<file path="src/rtl/loader_pkg.sv">
// Shared definitions for the serial program loader: FSM state encoding,
// header/word geometry and the running checksum helper.
package loader_pkg;

    typedef enum logic [2:0] {
        ST_IDLE    = 3'd0,
        ST_HDR_LO  = 3'd1,
        ST_HDR_HI  = 3'd2,
        ST_PAYLOAD = 3'd3,
        ST_WRITE   = 3'd4,
        ST_CHECK   = 3'd5,
        ST_DONE    = 3'd6,
        ST_ERROR   = 3'd7
    } loader_state_t;

    localparam int HEADER_BYTES   = 2;
    localparam int BYTES_PER_WORD = 4;
    localparam int COUNT_W        = HEADER_BYTES * 8;

    // Running checksum: XOR of every payload byte seen so far.
    function automatic logic [7:0] checksum_update(input logic [7:0] acc,
                                                   input logic [7:0] data);
        return acc ^ data;
    endfunction

endpackage

</file>
<file path="src/rtl/word_packer.sv">
// Assembles little-endian bytes into 32-bit words. Byte k of a word lands in
// bits [8k+7:8k]; word_last flags the byte that completes a word.
module word_packer
    import loader_pkg::*;
(
    input  logic        clk,
    input  logic        reset,
    input  logic        clear,
    input  logic        byte_en,
    input  logic [7:0]  byte_in,
    output logic [31:0] word,
    output logic [1:0]  byte_index,
    output logic        word_last
);

    logic [31:0] word_r;
    logic [1:0]  byte_index_r;

    assign word       = word_r;
    assign byte_index = byte_index_r;
    assign word_last  = byte_en && (byte_index_r == 2'(BYTES_PER_WORD - 1));

    // Byte lane write and lane counter; the counter wraps 3 -> 0 naturally.
    always_ff @(posedge clk) begin
        if (reset) begin
            word_r       <= 32'd0;
            byte_index_r <= 2'd0;
        end else if (clear) begin
            byte_index_r <= 2'd0;
        end else if (byte_en) begin
            word_r[{byte_index_r, 3'b000} +: 8] <= byte_in;
            byte_index_r                        <= byte_index_r + 2'd1;
        end else begin
            byte_index_r <= byte_index_r;
        end
    end

endmodule

</file>
<file path="src/rtl/program_loader.sv">
// Serial program loader: receives a 16-bit little-endian word count followed
// by the payload bytes, writes each assembled word to program memory and
// releases the core from reset on success.
// Optional feature: define LOADER_CHECKSUM_EN to require a trailing XOR
// checksum byte after the payload.
module program_loader
    import loader_pkg::*;
#(
    parameter int PROGRAM_MEMORY_DEPTH = 128
) (
    input  logic        clk,
    input  logic        reset,
    input  logic        Start_i,
    input  logic [7:0]  Byte_i,
    input  logic        Byte_Valid_i,
    output logic        Byte_Ready_o,
    output logic        Mem_Write_o,
    output logic [31:0] Mem_Address_o,
    output logic [31:0] Mem_Write_Data_o,
    output logic        Core_Reset_o,
    output logic        Done_o,
    output logic        Error_o
);

    localparam logic [COUNT_W:0] DEPTH_C = (COUNT_W + 1)'(PROGRAM_MEMORY_DEPTH);

`ifdef LOADER_CHECKSUM_EN
    localparam loader_state_t ST_FINISH = ST_CHECK;
`else
    localparam loader_state_t ST_FINISH = ST_DONE;
`endif

    loader_state_t        state_r;
    loader_state_t        state_s;
    logic [COUNT_W-1:0]   count_r;
    logic [COUNT_W-1:0]   word_index_r;
    logic [COUNT_W-1:0]   hdr_count_s;
    logic                 accept_s;
    logic                 last_word_s;
    logic                 word_last_s;
    logic [1:0]           byte_index_s;
`ifdef LOADER_CHECKSUM_EN
    logic [7:0]           xor_r;
`endif

    // Outputs are decoded from the current state only.
    assign Byte_Ready_o  = (state_r == ST_HDR_LO) || (state_r == ST_HDR_HI) ||
                           (state_r == ST_PAYLOAD)
`ifdef LOADER_CHECKSUM_EN
                           || (state_r == ST_CHECK)
`endif
                           ;
    assign Mem_Write_o   = (state_r == ST_WRITE);
    assign Done_o        = (state_r == ST_DONE);
    assign Error_o       = (state_r == ST_ERROR);
    assign Core_Reset_o  = (state_r != ST_DONE);
    assign Mem_Address_o = {14'd0, word_index_r, 2'b00};

    assign accept_s    = Byte_Valid_i && Byte_Ready_o;
    assign hdr_count_s = {Byte_i, count_r[7:0]};
    assign last_word_s = ((word_index_r + 16'd1) == count_r);

    word_packer u_word_packer (
        .clk        (clk),
        .reset      (reset),
        .clear      (accept_s && (state_r == ST_HDR_HI)),
        .byte_en    (accept_s && (state_r == ST_PAYLOAD)),
        .byte_in    (Byte_i),
        .word       (Mem_Write_Data_o),
        .byte_index (byte_index_s),
        .word_last  (word_last_s)
    );

    // State register.
    always_ff @(posedge clk) begin
        if (reset) begin
            state_r <= ST_IDLE;
        end else begin
            state_r <= state_s;
        end
    end

    // Next-state logic; Start_i only matters in IDLE, DONE and ERROR.
    always_comb begin
        state_s = state_r;
        case (state_r)
            ST_IDLE, ST_DONE, ST_ERROR: begin
                if (Start_i) state_s = ST_HDR_LO;
                else         state_s = state_r;
            end
            ST_HDR_LO: begin
                if (accept_s) state_s = ST_HDR_HI;
                else          state_s = state_r;
            end
            ST_HDR_HI: begin
                if (!accept_s)                               state_s = state_r;
                else if ({1'b0, hdr_count_s} > DEPTH_C)      state_s = ST_ERROR;
                else if (hdr_count_s == 16'd0)               state_s = ST_FINISH;
                else                                         state_s = ST_PAYLOAD;
            end
            ST_PAYLOAD: begin
                if (word_last_s) state_s = ST_WRITE;
                else             state_s = state_r;
            end
            ST_WRITE: begin
                if (last_word_s) state_s = ST_FINISH;
                else             state_s = ST_PAYLOAD;
            end
`ifdef LOADER_CHECKSUM_EN
            ST_CHECK: begin
                if (!accept_s)            state_s = state_r;
                else if (Byte_i == xor_r) state_s = ST_DONE;
                else                      state_s = ST_ERROR;
            end
`endif
            default: state_s = ST_IDLE;
        endcase
    end

    // Header count, word index and checksum bookkeeping.
    always_ff @(posedge clk) begin
        if (reset) begin
            count_r      <= 16'd0;
            word_index_r <= 16'd0;
`ifdef LOADER_CHECKSUM_EN
            xor_r        <= 8'd0;
`endif
        end else begin
            case (state_r)
                ST_HDR_LO: begin
                    if (accept_s) count_r <= {8'd0, Byte_i};
                end
                ST_HDR_HI: begin
                    if (accept_s) begin
                        count_r      <= hdr_count_s;
                        word_index_r <= 16'd0;
`ifdef LOADER_CHECKSUM_EN
                        xor_r        <= 8'd0;
`endif
                    end
                end
`ifdef LOADER_CHECKSUM_EN
                ST_PAYLOAD: begin
                    if (accept_s) xor_r <= checksum_update(xor_r, Byte_i);
                end
`endif
                ST_WRITE: begin
                    word_index_r <= word_index_r + 16'd1;
                end
                default: begin
                    count_r <= count_r;
                end
            endcase
        end
    end

endmodule

</file>
<file path="config.mk">
export PLATFORM = sky130hd
export DESIGN_NAME = program_loader
export DESIGN_NICKNAME = d
export VERILOG_FILES = /design/src/rtl/loader_pkg.sv /design/src/rtl/word_packer.sv /design/src/rtl/program_loader.sv
export SDC_FILE = /design/constraint.sdc
export NUM_CORES = 1
export LEC_CHECK = 0
export CAP_MARGIN = 20
export CORE_UTILIZATION = 35
export CTS_BUF_LIST = sky130_fd_sc_hd__clkbuf_8
export DETAILED_ROUTE_END_ITERATION = 10
export DONT_BUFFER_PORTS = 1
export GPL_ROUTABILITY_DRIVEN = 0
export PLACE_DENSITY_LB_ADDON = 0.08
export SLEW_MARGIN = 20
export SYNTH_ARGS = -nofsm -noshare
export SYNTH_HDL_FRONTEND = slang
export SYNTH_SLANG_ARGS = --single-unit
</file>
<file path="constraint.sdc">
create_clock -name clk -period 2.9 [get_ports clk]
set_clock_uncertainty 0.2 [all_clocks]
set_input_delay 0.29 -clock clk [delete_from_list [all_inputs] [get_ports clk]]
set_output_delay 0.29 -clock clk [all_outputs]
set_load 0.01 [all_outputs]
</file>
==> summary.md, run 1 <==
| Metric | Value |
|---|---|
| Std-Cell Rows | `37` |
| Largest net degree at the start of global routing | `71` |
| Worst hold slack | `0.05011 ns` |
| Number of failing hold endpoints at the final stage | `0` |
| Number of standard cells in the layout, taps in and fillers out | `about 630` |
| Maximum ir drop on the vdd rail | `0.0002621 V` |
| Leakage power total | `0.001414 uW` |
| All-layer global routing usage | `0.2070` |
| Path type of the worst min-delay path | `in -> reg` |
| Global-route wire length before repair | `about 18000 um` |
| Count of pins on the block boundary | `81` |
| DRT Pass-1 Iters | `4` |
| Initial cell density of the core | `0.3608` |
| Post-CTS setup buffers | `0` |
| Area of the multi-input gates | `~0.0021 mm^2` |
| Crit path launch type | `flip-flop` |
| Number of antenna violations at the first check in global routing | `0` |
| Path type of the worst setup path | `reg -> reg` |
| Synthesized-area fraction occupied by xor and xnor cells | `0.05432` |
| Clock insertion delay at the later pin of the skew report | `around 0.34 ns` |
| Status | `completed` |
| Cell with the most instances after synthesis | `nand2_1` |
| Number of fill cells | `about 1100` |
| Worst Slack Setup Final | `roughly 0.35 ns` |
| Endpoint kind of the worst setup timing path | `flip-flop` |
| Cells traversed along the worst timing path | `nand3_2 > or3_1 > mux2i_1 > nor4_1 > nand4_1 > a21o_1` |
| Diode count | `0` |
| Clock-pin slew reported for the worst setup and hold paths after clock tree synthesis | `around 0.090 ns` |
| Largest stage delay on the critical path | `between 0.5 and 0.6 ns` |
| Register share of total power | `0.428` |
| Final critical delay including setup and external delays | `2.549 ns` |
| WL final | `11110 um` |
| Int Power | `1658 uW` |
| Kind of cell with the highest combined delay on the critical path | `simple AND/OR/NAND/NOR gates` |
| Sinks on the clock net | `69` |
| Ratio of final minimum period to clock period | `0.8790` |
| Post-Syn Area | `0.003709 mm^2` |
| Dominant cells by area after synthesis | `dfxtp_1 (37%), a21oi_1 (8.8%), nand2_1 (7.5%)` |
| Share of final-layout standard cells stronger than drive strength 1 | `0.09165` |
| Number of buffers created by CTS | `9` |
| EDFF count, synth | `0` |
| Critical path buffer and inverter count | `0` |
| Placeable core region | `0.01028 mm^2` |
| Compound-Gate Fraction of Synth Area | `0.1616` |
| Final routed DRC violation total | `0` |
| Crit path required time | `2.94 ns` |
| Async set or reset register ratio after synthesis | `0` |
| Routed length per placed instance | `17.72 um` |
| Multiplexer fraction of the synthesized cell area | `0.005398` |
| Place WS | `approximately 0.38 ns` |
| Final setup violation count | `0` |
| Die H | `104.9 um` |
| Number of vias per cell | `5.399` |
| Proportion of synthesized chip area in sequential cells | `0.3725` |
| Gate count of the mapped netlist | `483` |
| Power Dens Cells | `~620 mW/mm^2` |
| Final-report max-slew violation count | `0` |
| # nets final | `approximately 500` |
| Count of distinct cell types in the synthesized netlist | `53` |
| Clock network fraction of total power | `0.324` |
| Switching pwr | `900.3 uW` |
| Unrepaired setup endpoints after global routing | `false` |
| Least-Margin Pin Slew | `0.5700 ns` |
| Floorplan die width | `around 100 um` |
| Number of buffers between clock root and the deepest sink | `2` |
| Total of cells resized after clock tree synthesis | `0` |
| ANT nets after route | `0` |
| Global-route congestion overflow total | `0` |
| Critical path peak fanout | `12` |
| Fraction of post-synthesis cell area in the top cell type by area | `0.3725` |
| Post-synthesis share of cell area spent on and, or, nand and nor gates | `0.3067` |
| Arrival time worst endpoint | `between 2 and 3 ns` |
| Relative slew slack | `0.6200` |
| Post-DP HPWL | `7204 um` |
| Portion of total power attributed to combinational logic | `0.248` |
| CTS tree | `done` |
| Combined flip-flop and latch cell area | `around 0.0014 mm^2` |
| Area leader, netlist | `dfxtp_1` |
| Max-Cap Viols | `0` |
| Top post-synthesis cells by count | `nand2_1 (74), dfxtp_1 (69), a21oi_1 (65)` |
| Most instantiated flip-flop cell in the synthesis netlist | `dfxtp_1` |
| CTS HTree Levels | `3` |
| Area overhead of the layout relative to synthesis | `10.76%` |
| Inst Count DP | `~600` |
| Combinational family with the most area after synthesis | `simple AND/OR/NAND/NOR gates` |
| Warnings from Yosys | `0` |
| Switching power share of the total | `0.3520` |
| Iteration-0 DRC Markers | `between 200 and 250` |
| Number of global-route vias before repair | `3253` |
| Total number of vias | `3385` |
| Mean instance size in the synthesized netlist | `7.678 um^2` |
| Port Buf Inserts | `0` |
| Maximum frequency from static timing analysis | `~390 MHz` |
| Yosys reg bits | `69` |
| Clock root cell | `clkbuf_8` |
| Sum of internal, switching and leakage power | `around 2600 uW` |
| Slowest stage cell, crit path | `dfxtp_1` |
| Adder-Cell Fraction of Synth Area | `0.02024` |
| Die Footprint | `0.01101 mm^2` |
| Final-layout setup total negative slack | `0 ns` |
[state kept, by name, indices dropped and copies added, names as in the netlist]
register and count:
u_word_packer.word 32, count_r 16, state_r 3, word_index_r 16
u_word_packer.byte_index 2
[layer usage]
metal	GRT usage	vias up	share of wire
li1	-	1663	-
met1	0.2566	1625	0.45
met2	0.3472	83	0.48
met3	0.04741	14	0.051
met4	0.08048	0	0.019
met5	0	-	0
[power by group through the flow]
stage / Clock [uW] / Combinational, uW / Sequential, uW
after floorplan: 0 / 486 / 1070
after global placement: 0 / 589 / 1120
final: 828 / 635 / 1090
after detailed placement: 0 / 588 / 1120
after CTS: 856 / 634 / 1090
after global routing: 906 / 702 / 1110
[worst paths after layout]
kind,start,to,slack (ns),cells after the start
worst min register to register,count_r[8],count_r[8],0.29,2
worst max register to register,word_index_r[3],state_r[0],0.35,6
worst max-delay path,word_index_r[3],state_r[0],0.35,6
worst min-delay path,Start_i,state_r[2],0.05,3
[per-stage QoR]
step,instance area [um^2],utilization
2_1_floorplan,3765,-
6_report,4108,0.3997
3_3_place_gp,3784,0.3682
4_1_cts,4108,0.3997
3_5_place_dp,3784,0.3682
5_1_grt,4108,0.3997
[logic make-up (layout without fill, tap and decap cells)]
kind of cell	after synthesis	count (layout)
XOR/XNOR	23	23
flip-flops	69	69
adder cells (fa/ha/maj)	6	6
AO/OA/AOI/OAI	105	105
buffers and inverters	56	49
AND/OR/NAND/NOR	221	221
other	1	16
multiplexers	2	2
[layout make-up]
| type | instances | share of cell area |
|---|---|---|
| timing repair buffer | 24 | 0.05422 |
| clock buffer | 9 | 0.03016 |
| multi-input combinational | 373 | 0.5096 |
| tap | 136 | 0.04143 |
| sequential | 69 | 0.3363 |
| inverter | 9 | 0.008224 |
| clock inverter | 7 | 0.02010 |
[layout by cell type (no fill, tap or decap), drive strengths merged, types with 8 or more instances in the layout]
cell type	instances
a21oi	65
buf	15
nor4	9
xnor2	15
dlygate4sd3	9
nor2	34
nand3	47
xor2	8
conb	16
dfxtp	69
clkbuf	9
inv	11
nor3	13
o21ai	15
nand2	74
[worst register-to-register path: stages, from the launching register on]
cell     delay (ns)
dfxtp_1        0.57
nand3_2        0.36
or3_1          0.47
mux2i_1        0.13
nor4_1         0.29
nand4_1        0.22
a21o_1         0.20
[what timing repair did]
action	4_1_cts	5_1_grt
hold buffers	10	0
hold endpoints to repair	69	0
endpoints found under the setup margin	0	0
No activity file was read; power rests on OpenSTA's default activity.
==> run 2: changes to the inputs <==
Clock period 2.9 ns to 2.55 ns, I/O delays scaled along.
==> summary.md, run 2 (synthesis gave the netlist of run 1 again) <==
| Metric | Value |
|---|---|
| Status | `completed` |
| Port Buf Inserts | `0` |
| Ratio of final minimum period to clock period | `0.9058` |
| Final-report max-slew violation count | `0` |
| Clock insertion delay at the later pin of the skew report | `0.35 ns` |
| DRT Pass-1 Iters | `4` |
| CTS tree | `done` |
| Std-Cell Rows | `37` |
| Portion of total power attributed to combinational logic | `0.248` |
| Worst hold slack | `0.01115 ns` |
| Number of buffers between clock root and the deepest sink | `2` |
| Critical path peak fanout | `6` |
| Placeable core region | `0.01028 mm^2` |
| Arrival time worst endpoint | `2.36 ns` |
| Power Dens Cells | `approximately 700 mW/mm^2` |
| Path type of the worst setup path | `reg -> reg` |
| Relative slew slack | `0.6234` |
| # nets final | `518` |
| Final-layout setup total negative slack | `0 ns` |
| Number of fill cells | `1104` |
| Commonest non-fill, non-tap cells in the layout | `nand2_1 (74), dfxtp_1 (67), a21oi_1 (65)` |
| Final setup violation count | `0` |
| CTS HTree Levels | `3` |
| Flip-flop count of the largest register after layout | `32` |
| Die H | `104.9 um` |
| Clock network fraction of total power | `0.344` |
| Number of buffers created by CTS | `9` |
| Total number of vias | `~3400` |
| Area overhead of the layout relative to synthesis | `14.37%` |
| Iteration-0 DRC Markers | `176` |
| Global-route wire length before repair | `around 18000 um` |
| Floorplan die width | `104.9 um` |
| Most common cell after layout, fill and taps aside | `nand2_1` |
| Endpoint kind of the worst setup timing path | `flip-flop` |
| Crit path launch type | `flip-flop` |
| Combined flip-flop and latch cell area | `0.001384 mm^2` |
| Final critical delay including setup and external delays | `2.310 ns` |
| Final routed DRC violation total | `0` |
| Number of global-route vias before repair | `~3300` |
| Register share of total power | `0.408` |
| All-layer global routing usage | `0.2121` |
| Clock-pin slew reported for the worst setup and hold paths after clock tree synthesis | `roughly 0.080 ns` |
| Placed instance area | `0.003874 mm^2` |
| Count of pins on the block boundary | `81` |
| Number of failing hold endpoints at the final stage | `0` |
| Post-DP HPWL | `7274 um` |
| Initial cell density of the core | `0.3608` |
| ANT nets after route | `0` |
| Leakage power total | `approximately 0.0015 uW` |
| Area of the multi-input gates | `0.002095 mm^2` |
| Maximum ir drop on the vdd rail | `0.0002551 V` |
| Die Footprint | `0.01101 mm^2` |
| Switching pwr | `1002 uW` |
| Path type of the worst min-delay path | `in -> reg` |
| Switching power share of the total | `0.3315` |
| Least-Margin Pin Slew | `0.5649 ns` |
| Internal reg-to-reg setup slack | `0.24 ns` |
| Unrepaired setup endpoints after global routing | `false` |
| WL final | `11100 um` |
| Int Power | `2021 uW` |
| Largest net degree at the start of global routing | `71` |
| Maximum frequency from static timing analysis | `432.9 MHz` |
| Number of vias per cell | `5.317` |
| Diode count | `0` |
| Number of antenna violations at the first check in global routing | `0` |
| Clock root cell | `clkbuf_8` |
| Routed length per placed instance | `17.32 um` |
| Share of final-layout standard cells stronger than drive strength 1 | `0.1228` |
| Global-route congestion overflow total | `0` |
| Sinks on the clock net | `69` |
| Crit path required time | `2.60 ns` |
| Max-Cap Viols | `0` |
| Fin area | `0.004242 mm^2` |
-- run 2: path summary, 6_finish.rpt --
kind                   startpoint    endpoint  cells after the start
setup / recovery  word_index_r[0]  state_r[0]                      7
hold / removal            Start_i  state_r[2]                      3
setup reg to reg  word_index_r[0]  state_r[0]                      7
hold reg to reg        count_r[8]  count_r[8]                      2
-- run 2: what timing repair did --
item | CTS | global route
resized for setup | 0 | 3
endpoints found under the setup margin | 0 | 1
hold endpoints to repair | 69 | 0
hold buffers | 10 | 0
setup buffers | 0 | 2
-- run 2: layer usage --
metal	wire (um)	part of all wire	vias to the layer above	track usage
met5	0	0	-	0
met4	129	0.012	0	0.05634
met3	691	0.062	13	0.05677
met2	5502	0.50	88	0.3581
met1	4776	0.43	1617	0.2659
li1	-	-	1690	-
-- run 2: power by group through the flow --
stage               clock [uW]  combinational (uW)  sequential, uW
floorplan                    0                 552            1220
global placement             0                 690            1260
detailed placement           0                 689            1260
CTS                       1070                 740            1230
global route              1120                 838            1250
finish                    1040                 748            1230
-- run 2: final cells by class --
type	count	share of cell area
Inverter	9	0.007965
Clock buffer	10	0.03245
Multi-Input combinational cell	373	0.4938
Tap cell	136	0.04012
Timing Repair Buffer	38	0.07729
Clock inverter	6	0.02212
Sequential cell	69	0.3263
-- run 2: stage by stage --
stage / util / total power, uW / worst slack [ns] / cells
6_report: 0.4127 / 3022 / 0.2402 / 641
5_1_grt: 0.4127 / 3208 / 0.04895 / 641
4_1_cts: 0.4109 / 3045 / 0.1002 / 639
3_5_place_dp: 0.3769 / 1947 / 0.2370 / 613
3_3_place_gp: 0.3769 / 1947 / 0.2872 / 613
2_1_floorplan: - / 1775 / 0.2882 / 498
-- run 2: critical path, stage by stage, from the launching register on --
cell	delay, ns
dfxtp_1	0.34
ha_1	0.27
nand3_2	0.16
or3_1	0.41
mux2i_1	0.13
nor4_1	0.30
nand4_1	0.21
a21o_1	0.19
